$ cat src/rtl/key_pkg.sv
// rtl/key_pkg.sv - shared constants and priority helper for the key debouncer
package key_pkg;

  localparam logic KEY_ACTIVE_LEVEL = 1'b0;
  localparam int   DEF_CNT_WIDTH    = 20;
  localparam int   DEF_DEBOUNCE_CNT = 999_999;
  localparam int   KEY_CODE_W       = 4;
  localparam int   KEY_MAX          = 16;

  // Scanning downwards leaves the lowest set index as the final answer.
  function automatic logic [KEY_CODE_W-1:0] lowest_set(input logic [KEY_MAX-1:0] vec);
    lowest_set = '0;
    for (int i = KEY_MAX - 1; i >= 0; i--) begin
      if (vec[i]) lowest_set = KEY_CODE_W'(i);
    end
  endfunction

endpackage

$ cat src/rtl/key_debounce_ch.sv
// rtl/key_debounce_ch.sv - one key channel: synchroniser, stability counter, level and strobes
module key_debounce_ch
  import key_pkg::*;
#(
  parameter int CNT_WIDTH    = DEF_CNT_WIDTH,
  parameter int DEBOUNCE_CNT = DEF_DEBOUNCE_CNT
) (
  input  logic clk_i,
  input  logic rst_ni,
  input  logic key_i,
  output logic state_o,
  output logic press_o,
  output logic release_o,
  output logic press_d_o
);

  localparam logic [CNT_WIDTH-1:0] CNT_MAX = CNT_WIDTH'(DEBOUNCE_CNT);

  logic                 sync1_q, sync2_q;
  logic                 state_q, state_d;
  logic                 press_q, press_d;
  logic                 release_q, release_d;
  logic [CNT_WIDTH-1:0] cnt_q, cnt_d;
  logic                 raw;

  assign raw = (sync2_q == KEY_ACTIVE_LEVEL);

  // Any sample that agrees with the current level discards accumulated credit.
  always_comb begin
    cnt_d     = '0;
    state_d   = state_q;
    press_d   = 1'b0;
    release_d = 1'b0;
    if (raw != state_q) begin
      if (cnt_q == CNT_MAX) begin
        state_d   = raw;
        press_d   = raw;
        release_d = ~raw;
      end else begin
        cnt_d = cnt_q + 1'b1;
      end
    end
  end

  always_ff @(posedge clk_i or negedge rst_ni) begin
    if (!rst_ni) begin
      sync1_q   <= ~KEY_ACTIVE_LEVEL;
      sync2_q   <= ~KEY_ACTIVE_LEVEL;
      state_q   <= 1'b0;
      press_q   <= 1'b0;
      release_q <= 1'b0;
      cnt_q     <= '0;
    end else begin
      sync1_q   <= key_i;
      sync2_q   <= sync1_q;
      state_q   <= state_d;
      press_q   <= press_d;
      release_q <= release_d;
      cnt_q     <= cnt_d;
    end
  end

  assign state_o   = state_q;
  assign press_o   = press_q;
  assign release_o = release_q;
  assign press_d_o = press_d;

endmodule

$ cat src/rtl/key_debounce.sv
// rtl/key_debounce.sv - KEY_NUM debounced keys with press/release strobes and press encoder
module key_debounce
  import key_pkg::*;
#(
  parameter int KEY_NUM      = 8,
  parameter int CNT_WIDTH    = DEF_CNT_WIDTH,
  parameter int DEBOUNCE_CNT = DEF_DEBOUNCE_CNT
) (
  input  logic                  sys_clk,
  input  logic                  sys_rst_n,
  input  logic [KEY_NUM-1:0]    key_in,
  output logic [KEY_NUM-1:0]    key_state,
  output logic [KEY_NUM-1:0]    key_press,
  output logic [KEY_NUM-1:0]    key_release,
  output logic                  key_valid,
  output logic [KEY_CODE_W-1:0] key_code
);

  logic [KEY_NUM-1:0]    press_d;
  logic                  valid_q, valid_d;
  logic [KEY_CODE_W-1:0] code_q, code_d;

  for (genvar i = 0; i < KEY_NUM; i++) begin : g_ch
    key_debounce_ch #(
      .CNT_WIDTH   (CNT_WIDTH),
      .DEBOUNCE_CNT(DEBOUNCE_CNT)
    ) u_ch (
      .clk_i    (sys_clk),
      .rst_ni   (sys_rst_n),
      .key_i    (key_in[i]),
      .state_o  (key_state[i]),
      .press_o  (key_press[i]),
      .release_o(key_release[i]),
      .press_d_o(press_d[i])
    );
  end

  // Encoder works on the channels' next-state strobes so it lands on the same edge as key_press.
  always_comb begin
    valid_d = |press_d;
    code_d  = code_q;
    if (valid_d) code_d = lowest_set(KEY_MAX'(press_d));
  end

  always_ff @(posedge sys_clk or negedge sys_rst_n) begin
    if (!sys_rst_n) begin
      valid_q <= 1'b0;
      code_q  <= '0;
    end else begin
      valid_q <= valid_d;
      code_q  <= code_d;
    end
  end

  assign key_valid = valid_q;
  assign key_code  = code_q;

endmodule

$ cat config.mk
export PLATFORM = sky130hd
export DESIGN_NAME = key_debounce
export DESIGN_NICKNAME = d
export VERILOG_FILES = /design/src/rtl/key_pkg.sv /design/src/rtl/key_debounce_ch.sv /design/src/rtl/key_debounce.sv
export SDC_FILE = /design/constraint.sdc
export NUM_CORES = 1
export LEC_CHECK = 0
export ABC_CLOCK_PERIOD_IN_PS = 3600
export BUFFER_PORTS_ARGS = -buffer_cell sky130_fd_sc_hd__buf_2
export CORE_ASPECT_RATIO = 0.6
export CORE_MARGIN = 5
export CORE_UTILIZATION = 60
export DETAILED_ROUTE_END_ITERATION = 12
export HOLD_SLACK_MARGIN = 0.15
export PLACE_DENSITY = 0.81
export SLEW_MARGIN = 20
export SYNTH_ARGS = -nofsm -noshare
export SYNTH_HDL_FRONTEND = slang
export SYNTH_HIERARCHICAL = 1
export SYNTH_SLANG_ARGS = --single-unit
$ cat constraint.sdc
create_clock -name sys_clk -period 3.6 [get_ports sys_clk]
set_clock_uncertainty 0.1 [all_clocks]
set_input_delay 0.9 -clock sys_clk [delete_from_list [all_inputs] [get_ports sys_clk]]
set_output_delay 0.9 -clock sys_clk [all_outputs]
set_load 0.05 [all_outputs]
======== Yosys cells after proc, flatten, opt, wreduce, memory -nomap -nowiden ========
Cells that the tools add are included.
word-level totals
  bits in registers ....................... 205
  bits of input ports ..................... 10
  output and inout bits ................... 29
  logic and storage cells ................. 147
cells by class
  $add $sub $neg .......................... 8
  eq/ne operators ......................... 16
  muxes and demuxes ....................... 56
  bitwise gates (word level) .............. 8
  reduce and logical (&&, ||, !) cells .... 9
operators with widths
  cell                   number
  $mux 20                16
  $add 20x1->20 const B  8
  $eq 20x20->1 const B   8
  $mux 1                 32
  $mux 4                 7
  $reduce_and 2->1       8
  $ne 1x1->1             8
  $not 1->1              8
  $reduce_or 8->1        1
  $mux 3                 1

======== Depth between registers and ports, before layout ========
  depth after elaboration ................. 11
  gate-level depth with buffers ........... 10
  depth with buffers taken out ............ 9

======== By module ========
The synthesis kept the hierarchy.
by module, submodules not included
  module           times used  cells each  area an instance (um^2)  seq. area each (um^2)
  key_debounce_ch  8           113         1153.6                   628.1
  key_debounce     1           22          221.5                    100.1

======== Worst setup path after synthesis ========
OpenSTA, ideal clock, no wires.
  kind .................................... register to register
  from .................................... register g_ch[2].u_ch.cnt_q[13]
  to ...................................... register code_q[0] (netlist: key_code[0])
  library setup time ...................... 0.140 ns
  arrival ................................. 2.544 ns
  data required time ...................... 3.360 ns
  slack ................................... 0.816 ns
  cell stages (with the launch flop) ...... 9
  buffers on the path ..................... 0
  clock period less this slack ............ 2.784 ns
  cells stage by stage .................... dfrtp_1 -> or4_1 -> or4_4 -> or2_1 -> nor3_1 -> inv_1 -> a21oi_1 -> o31a_2 -> o21ai_2
between the ends
  longest elaborated chain between the ends .. 6
  elaborated cells on any way between the ends .. 7
  classes of those cells .................. eq/ne (1); mux (5); reduce/logical (1)
ends and longest elaborated chain
  item                    line                   text
  from (decl)             key_debounce_ch.sv:23  logic [CNT_WIDTH-1:0] cnt_q, cnt_d;
  from (signal assigned)  key_debounce_ch.sv:59  cnt_q <= cnt_d;
  $eq 20x20->1 *          key_debounce_ch.sv:35  if (cnt_q == CNT_MAX) begin
  $mux 1 *                key_debounce_ch.sv:35
  $mux 1 *                key_debounce_ch.sv:34  if (raw != state_q) begin
  via press_d[2]          key_debounce.sv:19     logic [KEY_NUM-1:0] press_d;
  $mux 4 (3 in a row)     key_pkg.sv:14          if (vec[i]) lowest_set = KEY_CODE_W'(i);
  to (signal assigned)    key_debounce.sv:51     code_q <= code_d;
  to (decl)               key_debounce.sv:21     logic [KEY_CODE_W-1:0] code_q, code_d;
The timed path passes the listed nets; every way through them passes the cells marked *.
A chain may end at the register's enable or synchronous reset.

======== Worst setup path in the final report ========
  from .................................... register g_ch[7].u_ch.cnt_q[12]
  to ...................................... register code_q[0] (netlist: key_code[0])
between the ends
  longest elaborated chain between the ends .. 11
  elaborated cells on any way between the ends .. 12
  classes of those cells .................. eq/ne (1); mux (10); reduce/logical (1)
ends and longest elaborated chain
  item                    line
  from (decl)             key_debounce_ch.sv:23
  from (signal assigned)  key_debounce_ch.sv:59
  $eq 20x20->1 *          key_debounce_ch.sv:35
  $mux 1 *                key_debounce_ch.sv:35
  $mux 1 *                key_debounce_ch.sv:34
  via press_d[7]          key_debounce.sv:19
  $mux 3                  key_pkg.sv:14
  $mux 4 (7 in a row)     key_pkg.sv:14
Marks and branches as above.

==> flow_metrics.tcl <==
set metrics [dict create \
    port_buffers 37 \
    synth.net_count 944 \
    irDropWorstVdd_mv 0.415 \
    status "finished clean" \
    synthCells 926 \
    synth_top_cell_by_area "dfrtp_1" \
    synthArstFlopShare_pct 100 \
    drt-pass1-iter-count 5 \
    drt-initial-drc-count 658 \
    r2r_slack_ps 610 \
    place_inst 1132 \
    hold_class "reg2reg" \
    die_height_um 107 \
    grt_first_pass_wirelength_mm 32.1 \
    crit_path_end_kind "register" \
    tns_ps 0 \
    synth_flop_cell "dfrtp_1" \
    critPathCapture "key_code[0]" \
    maxSlewViolCount 0 \
    vias_per_cell 5.92 \
    syn_avg_cell_area_um2 10.2 \
    overflow 0 \
    drive_gt1_share_pct 12.8 \
    worstPathArrival_ps 3330 \
    grt_setup_unrepaired "false" \
    period_minus_slack_ps 2990 \
    drv_cap 0 \
    num_vias 6917 \
    gp_congestion 0.824 \
    post_cts_buffers 0 \
    power_density_nw_per_um2 454 \
    grt_max_degree 75 \
    critical_path_class "reg2reg" \
    routedWlPerCell_um 16.1 \
    slew_headroom_pct 54.2 \
    diodes 0 \
    setup_violations 0 \
    yosys-top-cells-area "dfrtp_1 (50%), dfstp_2 (4.4%), xor2_1 (4.4%)" \
    remaining_drc_errors 0 \
    worst_slew_pin_slew_ps 682 \
    cp_max_fo 6 \
    ys_warn_count 6 \
    fmax_mhz 334 \
    final_util_pct 68.0 \
    place_hpwl_mm 12.3 \
    fp.dieW_um 172 \
    worst-endpoint-required_ps 3930 \
    synth_most_common_cell "dfrtp_1" \
    initial_core_util_pct 61.3 \
    ant_nets 0 \
    rows 35 \
    cts_num_sinks 204 \
    yosys.area.top_type_share_pct 49.8 \
    numCtsBuffers 20 \
    p_leak_nw 4.52 \
    grt_pass1_vias 6576 \
    cts_tree "done" \
    synthTopCellsByCount "dfrtp_1 (188), nor2_1 (96), a21oi_1 (66)" \
    drt_wl_total_mm 18.8 \
    nets 969 \
    areaGrowthSynthToFinish_pct 10.9 \
    ys_types 31 \
    dieArea_um2 18400 \
    critPathLaunchType "register" \
    syn_area_um2 9450 \
    finalHoldViolCount 0 \
    core-area_um2 15400 \
    clockRootBuffer "clkbuf_16" \
    synth-seq-cells 204 \
    io_pins 39 \
    grt_use_total_pct 20.9 \
    finalNonFillerCells 1168 \
    ys_seq_area_share_pct 54.2 \
    path_clk_slew_ps 70 \
    post_cts_resized 0 \
    period_share_pct 83.2 \
    clkLatencyLatePin_ps 500 \
    synth_edf_count 0 \
    startpoint "g_ch[7].u_ch/cnt_q[12]" \
    rr_worst_depth 7 \
    r2r-end "key_code[0]" \
    postCtsHoldBufs 0 \
    h-tree-depth 1 \
    grt_antenna_before_repair 0 \
    regToRegStartpoint "g_ch[7].u_ch/cnt_q[12]" \
    clk_path_buf_depth 3 \
]
## cells in the final DEF, fill, tap and decap left out, drive strengths merged, types with 16 or more instances in the layout
cell / netlist / routed
xnor2: 40 / 40
buf: 9 / 43
clkbuf: 32 / 22
a21oi: 66 / 66
nor2: 96 / 96
and3: 40 / 40
nand4: 40 / 40
o21ai: 65 / 65
dfstp: 16 / 16
and2: 16 / 16
dfrtp: 188 / 188
inv: 27 / 27
or4: 48 / 48
or3: 40 / 40
xor2: 48 / 48
or2: 16 / 16
nand3: 41 / 41
o31ai: 24 / 24
nand2: 49 / 49
## layer usage
layer,up-vias,GRT usage [%],routed length [um]
met3,26,3.46,885
met5,-,0,0
met4,0,4.26,283
met2,156,31.7,8520
li1,3324,-,-
met1,3411,32.0,9100
## metrics by stage
| step | setup slack, ps | total power (W) | hold WS, ps | instance area [um2] |
|---|---|---|---|---|
| finish | 606 | 0.00476 | 256 | 10500 |
| global route | 492 | 0.00491 | 261 | 10500 |
| detailed placement | 633 | 0.00253 | 247 | 9760 |
| global placement | 678 | 0.00253 | 246 | 9760 |
| floorplan | 816 | 0.00246 | 245 | 9450 |
| CTS | 605 | 0.00480 | 256 | 10500 |
## kinds of logic after synthesis
group	after synthesis	synth area share, %
other	1	0.0397
AO/OA/AOI/OAI	157	10.0
flip-flops	204	54.2
adder cells (fa/ha/maj)	8	1.06
XOR/XNOR	88	8.16
buffers and inverters	68	3.38
AND/OR/NAND/NOR	400	23.1
## registers in the layout, indices dropped and copies added, names as in the netlist
register / cells
g_ch.u_ch/cnt_q: 160
g_ch.u_ch/press_o: 8
g_ch.u_ch/release_o: 8
g_ch.u_ch/state_o: 8
g_ch.u_ch/sync1_q: 8
g_ch.u_ch/sync2_q: 8
key_code: 3
key_valid: 1
## report_power, final
part	switching, W	internal, W	total [W]
logic	0.0000950	0.0000377	0.000133
registers	0.0000242	0.00233	0.00235
clock network	0.000923	0.00135	0.00227
## critical path: stages (launching register included)
cell and delay [ps]:
dfrtp_1 420, or4_1 530, or4_4 560, or2_1 290
nor3_1 460, a21oi_1 160, o31a_2 320, o21ai_2 100
## worst min-delay path by stage
stage | slack [ps] | startpoint | end | cells after the start
after detailed placement | 250 | g_ch[0].u_ch/sync1_q | g_ch[0].u_ch/sync2_q | 0
final | 260 | g_ch[6].u_ch/sync1_q | g_ch[6].u_ch/sync2_q | 0
after global routing | 260 | g_ch[0].u_ch/sync1_q | g_ch[0].u_ch/sync2_q | 0
after CTS | 260 | g_ch[6].u_ch/sync1_q | g_ch[6].u_ch/sync2_q | 0
after floorplan | 250 | g_ch[0].u_ch/sync1_q | g_ch[0].u_ch/sync2_q | 0
after global placement | 250 | g_ch[1].u_ch/sync1_q | g_ch[1].u_ch/sync2_q | 0
## final cells by class
| type | instances | area, um2 |
|---|---|---|
| Timing Repair Buffer | 44 | 272 |
| Fill cell | 1142 | 4930 |
| Tap cell | 203 | 254 |
| Sequential cell | 204 | 5120 |
| Multi-Input combinational cell | 654 | 4010 |
| Inverter | 27 | 101 |
| Clock inverter | 15 | 213 |
| Clock buffer | 21 | 514 |
Power figures use the tool's default switching activity.
